File: src/rtl/weight_loader.sv
// weight_loader: 4x4 single-precision weight matrix, filled either from a
// valid/ready word stream or internally as a Maxnet matrix (+1 diagonal, -eps elsewhere).
`default_nettype none

module weight_loader #(
  parameter int XLEN = 32
) (
  input  logic            clk,
  input  logic            rst,
  input  logic            start,
  input  logic            start_fill,
  input  logic [XLEN-1:0] fill_eps,
  input  logic            in_valid,
  input  logic [XLEN-1:0] in_data,
  output logic            in_ready,
  output logic            busy,
  output logic            loaded,
  output logic [XLEN-1:0] W0,
  output logic [XLEN-1:0] W1,
  output logic [XLEN-1:0] W2,
  output logic [XLEN-1:0] W3,
  output logic [XLEN-1:0] W4,
  output logic [XLEN-1:0] W5,
  output logic [XLEN-1:0] W6,
  output logic [XLEN-1:0] W7,
  output logic [XLEN-1:0] W8,
  output logic [XLEN-1:0] W9,
  output logic [XLEN-1:0] W10,
  output logic [XLEN-1:0] W11,
  output logic [XLEN-1:0] W12,
  output logic [XLEN-1:0] W13,
  output logic [XLEN-1:0] W14,
  output logic [XLEN-1:0] W15
);

  localparam logic [XLEN-1:0] c_POS_ONE  = XLEN'(32'h3F80_0000);
  localparam logic [XLEN-1:0] c_NEG_0P2  = XLEN'(32'hBE4C_CCCD);
  localparam logic [XLEN-1:0] c_SIGN_BIT = {1'b1, {(XLEN-1){1'b0}}};

  typedef enum logic [1:0] {
    S_IDLE = 2'd0,
    S_LOAD = 2'd1,
    S_FILL = 2'd2
  } state_t;

  state_t          r_state;
  state_t          w_state_nxt;
  logic [3:0]      r_idx;
  logic [XLEN-1:0] r_eps;
  logic            r_loaded;
  logic [XLEN-1:0] r_w [16];

  logic            w_wr_en;
  logic [XLEN-1:0] w_wr_data;
  logic            w_done;
  logic            w_begin;
  logic            w_diag;

  assign w_diag = (r_idx[3:2] == r_idx[1:0]);

  always_ff @(posedge clk) begin
    if (rst) r_state <= S_IDLE;
    else     r_state <= w_state_nxt;
  end

  always_comb begin
    w_state_nxt = r_state;
    w_wr_en     = 1'b0;
    w_wr_data   = in_data;
    w_done      = 1'b0;
    w_begin     = 1'b0;
    unique case (r_state)
      S_IDLE: begin
        // start wins over start_fill when both arrive together
        if (start) begin
          w_state_nxt = S_LOAD;
          w_begin     = 1'b1;
        end else if (start_fill) begin
          w_state_nxt = S_FILL;
          w_begin     = 1'b1;
        end
      end
      S_LOAD: begin
        if (in_valid) begin
          w_wr_en = 1'b1;
          if (r_idx == 4'd15) begin
            w_done      = 1'b1;
            w_state_nxt = S_IDLE;
          end
        end
      end
      S_FILL: begin
        w_wr_en   = 1'b1;
        w_wr_data = w_diag ? c_POS_ONE : (r_eps | c_SIGN_BIT);
        if (r_idx == 4'd15) begin
          w_done      = 1'b1;
          w_state_nxt = S_IDLE;
        end
      end
      default: w_state_nxt = S_IDLE;
    endcase
  end

  always_ff @(posedge clk) begin
    if (rst) begin
      r_idx    <= 4'd0;
      r_loaded <= 1'b1;
      r_eps    <= '0;
      for (int i = 0; i < 16; i++)
        r_w[i] <= ((i % 5) == 0) ? c_POS_ONE : c_NEG_0P2;
    end else begin
      if (w_begin) begin
        r_idx    <= 4'd0;
        r_loaded <= 1'b0;
        if (!start) r_eps <= fill_eps;
      end
      // idx wraps 15 -> 0 naturally on the final write
      if (w_wr_en) begin
        r_w[r_idx] <= w_wr_data;
        r_idx      <= r_idx + 4'd1;
      end
      if (w_done) r_loaded <= 1'b1;
    end
  end

  assign in_ready = (r_state == S_LOAD);
  assign busy     = (r_state != S_IDLE);
  assign loaded   = r_loaded;

  assign W0  = r_w[0];
  assign W1  = r_w[1];
  assign W2  = r_w[2];
  assign W3  = r_w[3];
  assign W4  = r_w[4];
  assign W5  = r_w[5];
  assign W6  = r_w[6];
  assign W7  = r_w[7];
  assign W8  = r_w[8];
  assign W9  = r_w[9];
  assign W10 = r_w[10];
  assign W11 = r_w[11];
  assign W12 = r_w[12];
  assign W13 = r_w[13];
  assign W14 = r_w[14];
  assign W15 = r_w[15];

endmodule

`default_nettype wire

File: config.mk
export PLATFORM = sky130hd
export DESIGN_NAME = weight_loader
export DESIGN_NICKNAME = d
export VERILOG_FILES = /design/src/rtl/weight_loader.sv
export SDC_FILE = /design/constraint.sdc
export NUM_CORES = 1
export LEC_CHECK = 0
export ABC_AREA = 1
export BUFFER_PORTS_ARGS = -buffer_cell sky130_fd_sc_hd__buf_2
export CORE_AREA = 2 2 228 230
export DETAILED_ROUTE_END_ITERATION = 12
export DIE_AREA = 0 0 230 232
export MAX_ROUTING_LAYER = met4
export PLACE_DENSITY = 0.73
export SYNTH_ARGS = -nofsm -noshare
export SYNTH_HDL_FRONTEND = slang
export SYNTH_SLANG_ARGS = --single-unit
File: constraint.sdc
create_clock -name clk -period 5.9 [get_ports clk]
set_input_delay 0.59 -clock clk [delete_from_list [all_inputs] [get_ports clk]]
set_output_delay 0.59 -clock clk [all_outputs]
set_load 0.03 [all_outputs]
==> results by group, run 1 <==
Layout
  • Area Growth Syn to Fin: 24.6%
  • Post-Layout Inst Area: 25,800 µm²
  • Leading cell type in the layout, fill and taps excluded: buf_2
  • Fraction of layout cells with a size suffix above 1: 35.9%
  • Most frequent cells in the layout: buf_2, edfxtp_1, a21oi_1, nand2_1, nand3_1
  • NumNets Final: 2,089

STA
  • Period utilization: 68.9%
  • Slew Limit Fails: 0
  • Setup repair after global routing missed its margin: no
  • Hold Fails Final Rpt: 0
  • Least-Margin Pin Slew: 1.22 ns
  • Fmax: 246 MHz
  • Count of final setup violators: 0
  • Worst Clk Skew: 0.00974 ns
  • Setup_tns: 0 ns
  • Relative slew slack: 18.7%
  • Minimum clock period: 4.07 ns
  • Final worst setup slack: 1.83 ns

Floorplanning
  • Number of cell rows: 83
  • Starting Density: 40.7%
  • Chip Height: 232 µm
  • Die X: 230 µm
  • Core Box Area: 50,900 µm²
  • Io pins: 584
  • Die area: 53,400 µm²

Setup path
  • Worst EP required: 6.11 ns
  • CP Class: register to register
  • Crit path buf inv count: 2
  • CP max FO: 32
  • Worst EP arrival: 4.28 ns
  • Top delay family on crit path: simple AND/OR/NAND/NOR gates
  • Slowest stage delay, CP: 1.19 ns
  • Critical path's slowest cell: nand2_2
  • Cell Chain, Critical Path: inv_1, ha_2, inv_2, a21oi_2, nand4_1, nand2_2
  • Crit path capture type: register
  • CP Launch Type: register

Global route
  • Pin count of the biggest net entering global routing: 41
  • Initial antenna violation count: 1
  • Overflow after GRT: 0
  • Global-route wire length before repair: 103 mm
  • Vias in the first global route: 15,116
  • Total GRT Usage: 27.9%

Clock network
  • CTS tree: done
  • CTS Root Cell: clkbuf_16
  • Longest Clk Path Bufs: 3
  • Clk sinks: 550
  • Clock transition at path regs: 0.06 ns
  • Inserted Clock Buffers: 54
  • Clk Latency, worst-skew pair: 0.60 ns
  • Post-CTS Setup Inserts: 0
  • PostCTS Resize Cnt: 0
  • H-tree depth: 2
  • Post-cts hold buffer count: 0

Hold path
  • Worst Hold Class: input port to register

Outcome
  • Status: finished, final reports clean

Power and ir drop
  • Worst vdd ir: 0.260 mV
  • Cell Pwr Density: 332 nW/µm²
  • Final Power: 8.55 mW
  • Leak: 8.87 nW

Synthesis
  • Ys Warns: 0
  • Mapped Cells: 1,478
  • Synthesized flop and latch total: 550
  • Syn Std Cell Area: 20,700 µm²
  • Most common flop cell mapped by yosys: edfxtp_1
  • Seq/Total Area, Yosys: 78.0%
  • Asr flop ratio synth: 0%
  • Syn nets: 1,555
  • Post-synth cell types: 25
  • Syn Area/Cell: 14.0 µm²
  • Number of synthesized flops with an enable pin: 512

Route
  • Final WL: 74.8 mm
  • DR vias: 15,549
  • DRT antenna net count: 0
  • First DRT Iteration DRCs: 1,963
  • Via/cell ratio: 5.68
  • Drt wl/cell: 27.3 µm
  • DRC: 0
  • DR pass1 iterations: 5

Place
  • HPWL Detailed: 49.4 mm
  • Pre-CTS WS: 1.97 ns
  • Placed cell area: 24,100 µm²
  • Buffers on Ports: 582
  • Final RePlAce weighted congestion: 0.872

Flow run
  • Max cap viols: 0
[logic make-up (layout without fill, tap and decap cells)]
group	count (synthesis)	in the layout	share of synthesized area, %
AO/OA/AOI/OAI	295	295	7.17
adder cells (fa/ha/maj)	8	8	0.484
buffers and inverters	145	723	3.17
flip-flops	550	550	78.0
other	0	3	0
AND/OR/NAND/NOR	480	480	11.2
[through the flow]
step	std cells	utilization [%]	hold slack, ns
after floorplan	1478	-	0.430
after global placement	2636	47.3	0.439
after detailed placement	2636	47.3	0.447
after CTS	2736	50.7	0.197
after global routing	2736	50.7	0.229
final	2739	50.7	0.235
[power breakdown]
part	switching, mW	internal (mW)
Sequential	0.0399	4.36
Clock	1.50	1.91
Combinational	0.617	0.119
[worst reg2reg max path: cells and delay by family, from the launching register on]
kind            cells  cell delay (ns)
simple gates        2             2.11
flops               1             0.34
compound gates      1             0.68
buf+inv             2             0.33
fa+ha+maj           1             0.19
[state kept, by name, indices dropped and copies added (netlist names)]
register  count
loaded        1
r_state       2
r_eps        31
r_idx         4
r_w         512
[synth_stat cells, types with 5 or more instances]
cell type	number	area (µm²)
nand4_1	8	50.1
inv_1	21	78.8
nand3_2	10	100
o21ai_0	10	50.1
nor2_2	5	31.3
nor2_4	9	101
nand4_2	9	113
a21oi_1	283	1420
nand3_1	186	931
nor2_1	26	97.6
clkbuf_1	58	218
edfxtp_1	512	15400
dfxtp_1	38	761
nand2_1	217	815
ha_1	8	100
buf_4	13	97.6
or2_2	8	50.1
buf_2	44	220
[area by class of cell]
class	instances	area, µm²
Clock buffer	71	1450
Inverter	25	93.8
Tap cell	680	851
Fill cell	4362	25100
Sequential cell	550	16100
Clock inverter	29	282
Multi-Input combinational cell	783	3940
Timing Repair Buffer	598	3030
Antenna cell	3	7.51
[worst paths after layout]
path | to | startpoint | depth (start not counted) | slack, ns
setup reg to reg | r_w[13][28] | r_state[0] | 6 | 1.83
hold reg to reg | r_eps[25] | r_eps[25] | 2 | 0.46
hold / removal | r_eps[5] | fill_eps[5] | 3 | 0.23
setup / recovery | r_w[13][28] | r_state[0] | 6 | 1.83
[per-layer routing]
metal,GRT usage [%],vias up,routed length [µm]
li1,-,6503,-
met1,35.0,7483,27400
met2,42.2,1344,34200
met3,7.06,219,9240
met4,13.7,0,3980
met5,-,-,0
Power figures use the tool's default switching activity.
==> run 2: changes to the inputs <==
Settings changed: ABC_AREA 1 to 0, CORE_AREA 2 2 228 230 to 2 2 230 232, DIE_AREA 0 0 230 232 to 0 0 232 234, PLACE_DENSITY 0.73 to 0.76.
Clock period 5.9 ns to 3.7 ns, I/O delays scaled along.
==> run 2 against run 1 <==
  * Non-clock buffer count increased by 76
  * Synthesized cell count increased by 5.2%
  * Sequential cell count unchanged
  * Die area increased by 1.7%
  * Clock-buffer cell count decreased by 13
  * Critical path depth unchanged
  * Final area increased by 6.2%
  * First-iteration DRC count increased by 9.7%
  * Area after synthesis increased by 3.6%
  * Critical path type unchanged
  * Largest cell class unchanged
==> results by group, run 2 <==
Setup path
  • Slowest stage delay, CP: 0.94 ns
  • Critical path's slowest cell: nor4_1
  • Cell Chain, Critical Path: inv_1, ha_1, nand2b_1, buf_4, nor4_1, o21ai_0
  • CP Launch Point: r_state[0]
  • Crit path buf inv count: 2
  • Top delay family on crit path: simple AND/OR/NAND/NOR gates
  • CP Launch Type: register
  • CP Class: register to register
  • Worst EP arrival: 3.34 ns
  • RR Startpoint: r_state[0]
  • Worst EP required: 3.94 ns
  • Crit path capture type: register
  • CP max FO: 20

Layout
  • Most flops, register: r_w
  • Fraction of layout cells with a size suffix above 1: 36.0%
  • Post-Layout Inst Area: 27,400 µm²
  • Fill cell count: 4,382
  • Leading cell type in the layout, fill and taps excluded: buf_2
  • Area Growth Syn to Fin: 27.7%
  • Largest regs: r_w: 512 flops, r_eps: 31 flops, r_idx: 4 flops
  • Most frequent cells in the layout: buf_2, edfxtp_1, a21oi_1, nand3_1, o21ai_0
  • NumNets Final: 2,222
  • Largest register FFs: 512

Power and ir drop
  • Final Power: 15.0 mW
  • Clock power frac: 37.7%
  • Cell Pwr Density: 547 nW/µm²
  • Sw Ratio: 28.3%
  • Worst vdd ir: 0.295 mV
  • Seq pwr share: 47.5%
  • Leak: 9.45 nW
  • Combinational power share: 14.7%
  • Switching pwr: 4.24 mW
  • Internal power: 10.7 mW

Synthesis
  • Synth top area cells: edfxtp_1, a21oi_1, dfxtp_1
  • Most common flop cell mapped by yosys: edfxtp_1
  • Post-synth cell types: 47
  • Synthesized flop and latch total: 550
  • Asr flop ratio synth: 0%
  • Synth top area share: 71.7%
  • Mapped Cells: 1,555
  • Syn nets: 1,632
  • Syn Area/Cell: 13.8 µm²
  • Seq/Total Area, Yosys: 75.3%
  • Syn Std Cell Area: 21,400 µm²
  • Top cells by count, synth: edfxtp_1, a21oi_1, nand3_1
  • Synth area leader: edfxtp_1
  • Number of synthesized flops with an enable pin: 512
  • Top-count cell post-synth: edfxtp_1
  • Ys Warns: 0

Floorplanning
  • Core Box Area: 52,000 µm²
  • Io pins: 584
  • Starting Density: 41.2%
  • Chip Height: 234 µm
  • Die area: 54,300 µm²
  • Number of cell rows: 84
  • Die X: 232 µm

Place
  • HPWL Detailed: 54.7 mm
  • Placed cell area: 25,400 µm²
  • Buffers on Ports: 582
  • Pre-CTS WS: 0.797 ns
  • Final RePlAce weighted congestion: 0.878

Route
  • Via/cell ratio: 5.84
  • First DRT Iteration DRCs: 2,153
  • DR vias: 16,807
  • DRC: 0
  • Drt wl/cell: 27.9 µm
  • Final WL: 80.2 mm
  • DRT antenna net count: 0
  • DR pass1 iterations: 6

Clock network
  • PostCTS Resize Cnt: 0
  • Clk Latency, worst-skew pair: 0.60 ns
  • Post-CTS Setup Inserts: 0
  • Clk sinks: 550
  • CTS Root Cell: clkbuf_16
  • H-tree depth: 2
  • Longest Clk Path Bufs: 3
  • Inserted Clock Buffers: 53
  • CTS tree: done
  • Clock transition at path regs: 0.06 ns
  • Post-cts hold buffer count: 16

STA
  • Setup repair after global routing missed its margin: no
  • Period utilization: 83.8%
  • Setup_tns: 0 ns
  • Slew Limit Fails: 0
  • Final worst setup slack: 0.601 ns
  • Least-Margin Pin Slew: 1.27 ns
  • Hold Fails Final Rpt: 0
  • Minimum clock period: 3.10 ns
  • Relative slew slack: 15.3%
  • Worst Clk Skew: 0.0265 ns
  • Count of final setup violators: 0
  • Fmax: 323 MHz

Outcome
  • Status: finished, final reports clean

Global route
  • Pin count of the biggest net entering global routing: 59
  • Global-route wire length before repair: 110 mm
  • Initial antenna violation count: 4
  • Total GRT Usage: 29.3%
  • Overflow after GRT: 0
  • Vias in the first global route: 16,020

Hold path
  • Worst Hold Class: input port to register
  • Hold Crit Start: fill_eps[8]

Flow run
  • Max cap viols: 0
==> run 2: cell count changes after synthesis, moves of 25 or more <==
cell and delta:
nand2_1 -141, nand2b_1 +50, nand3_1 -36, nor2_1 +35, nor3_1 +25, o21ai_0 +87
==> run 2: through the flow <==
stage / util, % / hold slack, ns / instances
2_1_floorplan: - / 0.431 / 1555
4_1_cts: 52.6 / 0.00119 / 2875
3_3_place_gp: 48.8 / 0.446 / 2762
5_1_grt: 52.6 / 0.0124 / 2879
6_report: 52.6 / 0.0329 / 2879
3_5_place_dp: 48.8 / 0.446 / 2762
==> run 2: area by class of cell <==
| type | count | area, µm² | area share (%) |
|---|---|---|---|
| Tap cell | 688 | 861 | 3.14 |
| Multi-Input combinational cell | 854 | 4750 | 17.3 |
| Antenna cell | 4 | 10.0 | 0.0366 |
| Timing Repair Buffer | 674 | 3780 | 13.8 |
| Clock buffer | 58 | 1390 | 5.07 |
| Inverter | 12 | 45.0 | 0.165 |
| Clock inverter | 39 | 408 | 1.49 |
| Sequential cell | 550 | 16100 | 58.9 |
==> run 2: path summary, 6_finish.rpt <==
kind | to | slack, ns | cells after the start
worst min register to register | r_eps[26] | 0.45 | 2
worst max register to register | r_w[2][27] | 0.60 | 6
worst min-delay path | r_eps[8] | 0.03 | 3
worst max-delay path | r_w[2][27] | 0.60 | 6
==> run 2: routing by layer <==
layer	GRT usage, %	vias up	wire length [µm]	part of all wire (%)
met5	-	-	0	0
met4	12.9	0	3780	4.7
met3	7.15	247	9890	12
met2	45.3	1405	37800	47
met1	37.0	8118	28800	36
li1	-	7037	-	-
==> run 2: cells by family (layout without fill, tap and decap cells) <==
logic type / count (synthesis) / after routing / share of synthesized area (%)
flip-flops: 550 / 550 / 75.3
buffers and inverters: 151 / 783 / 3.06
AO/OA/AOI/OAI: 419 / 419 / 11.1
other: 0 / 4 / 0
XOR/XNOR: 4 / 4 / 0.251
adder cells (fa/ha/maj): 8 / 8 / 0.467
AND/OR/NAND/NOR: 423 / 423 / 9.89
==> run 2: tightest hold or removal path: cells and delay by family <==
family / cells / cell delay [ns]
compound gates: 1 / 0.05
simple gates: 1 / 0.05
buf+inv: 1 / 0.10
==> run 2: power groups by stage <==
stage                     clock (mW)  combinational (mW)  sequential, mW
after detailed placement           0                2.15            7.25
final                           5.65                2.21            7.12
after CTS                       5.68                2.17            7.12
after floorplan                    0               0.995            7.60
after global routing            5.90                2.31            7.13
after global placement             0                2.11            7.24
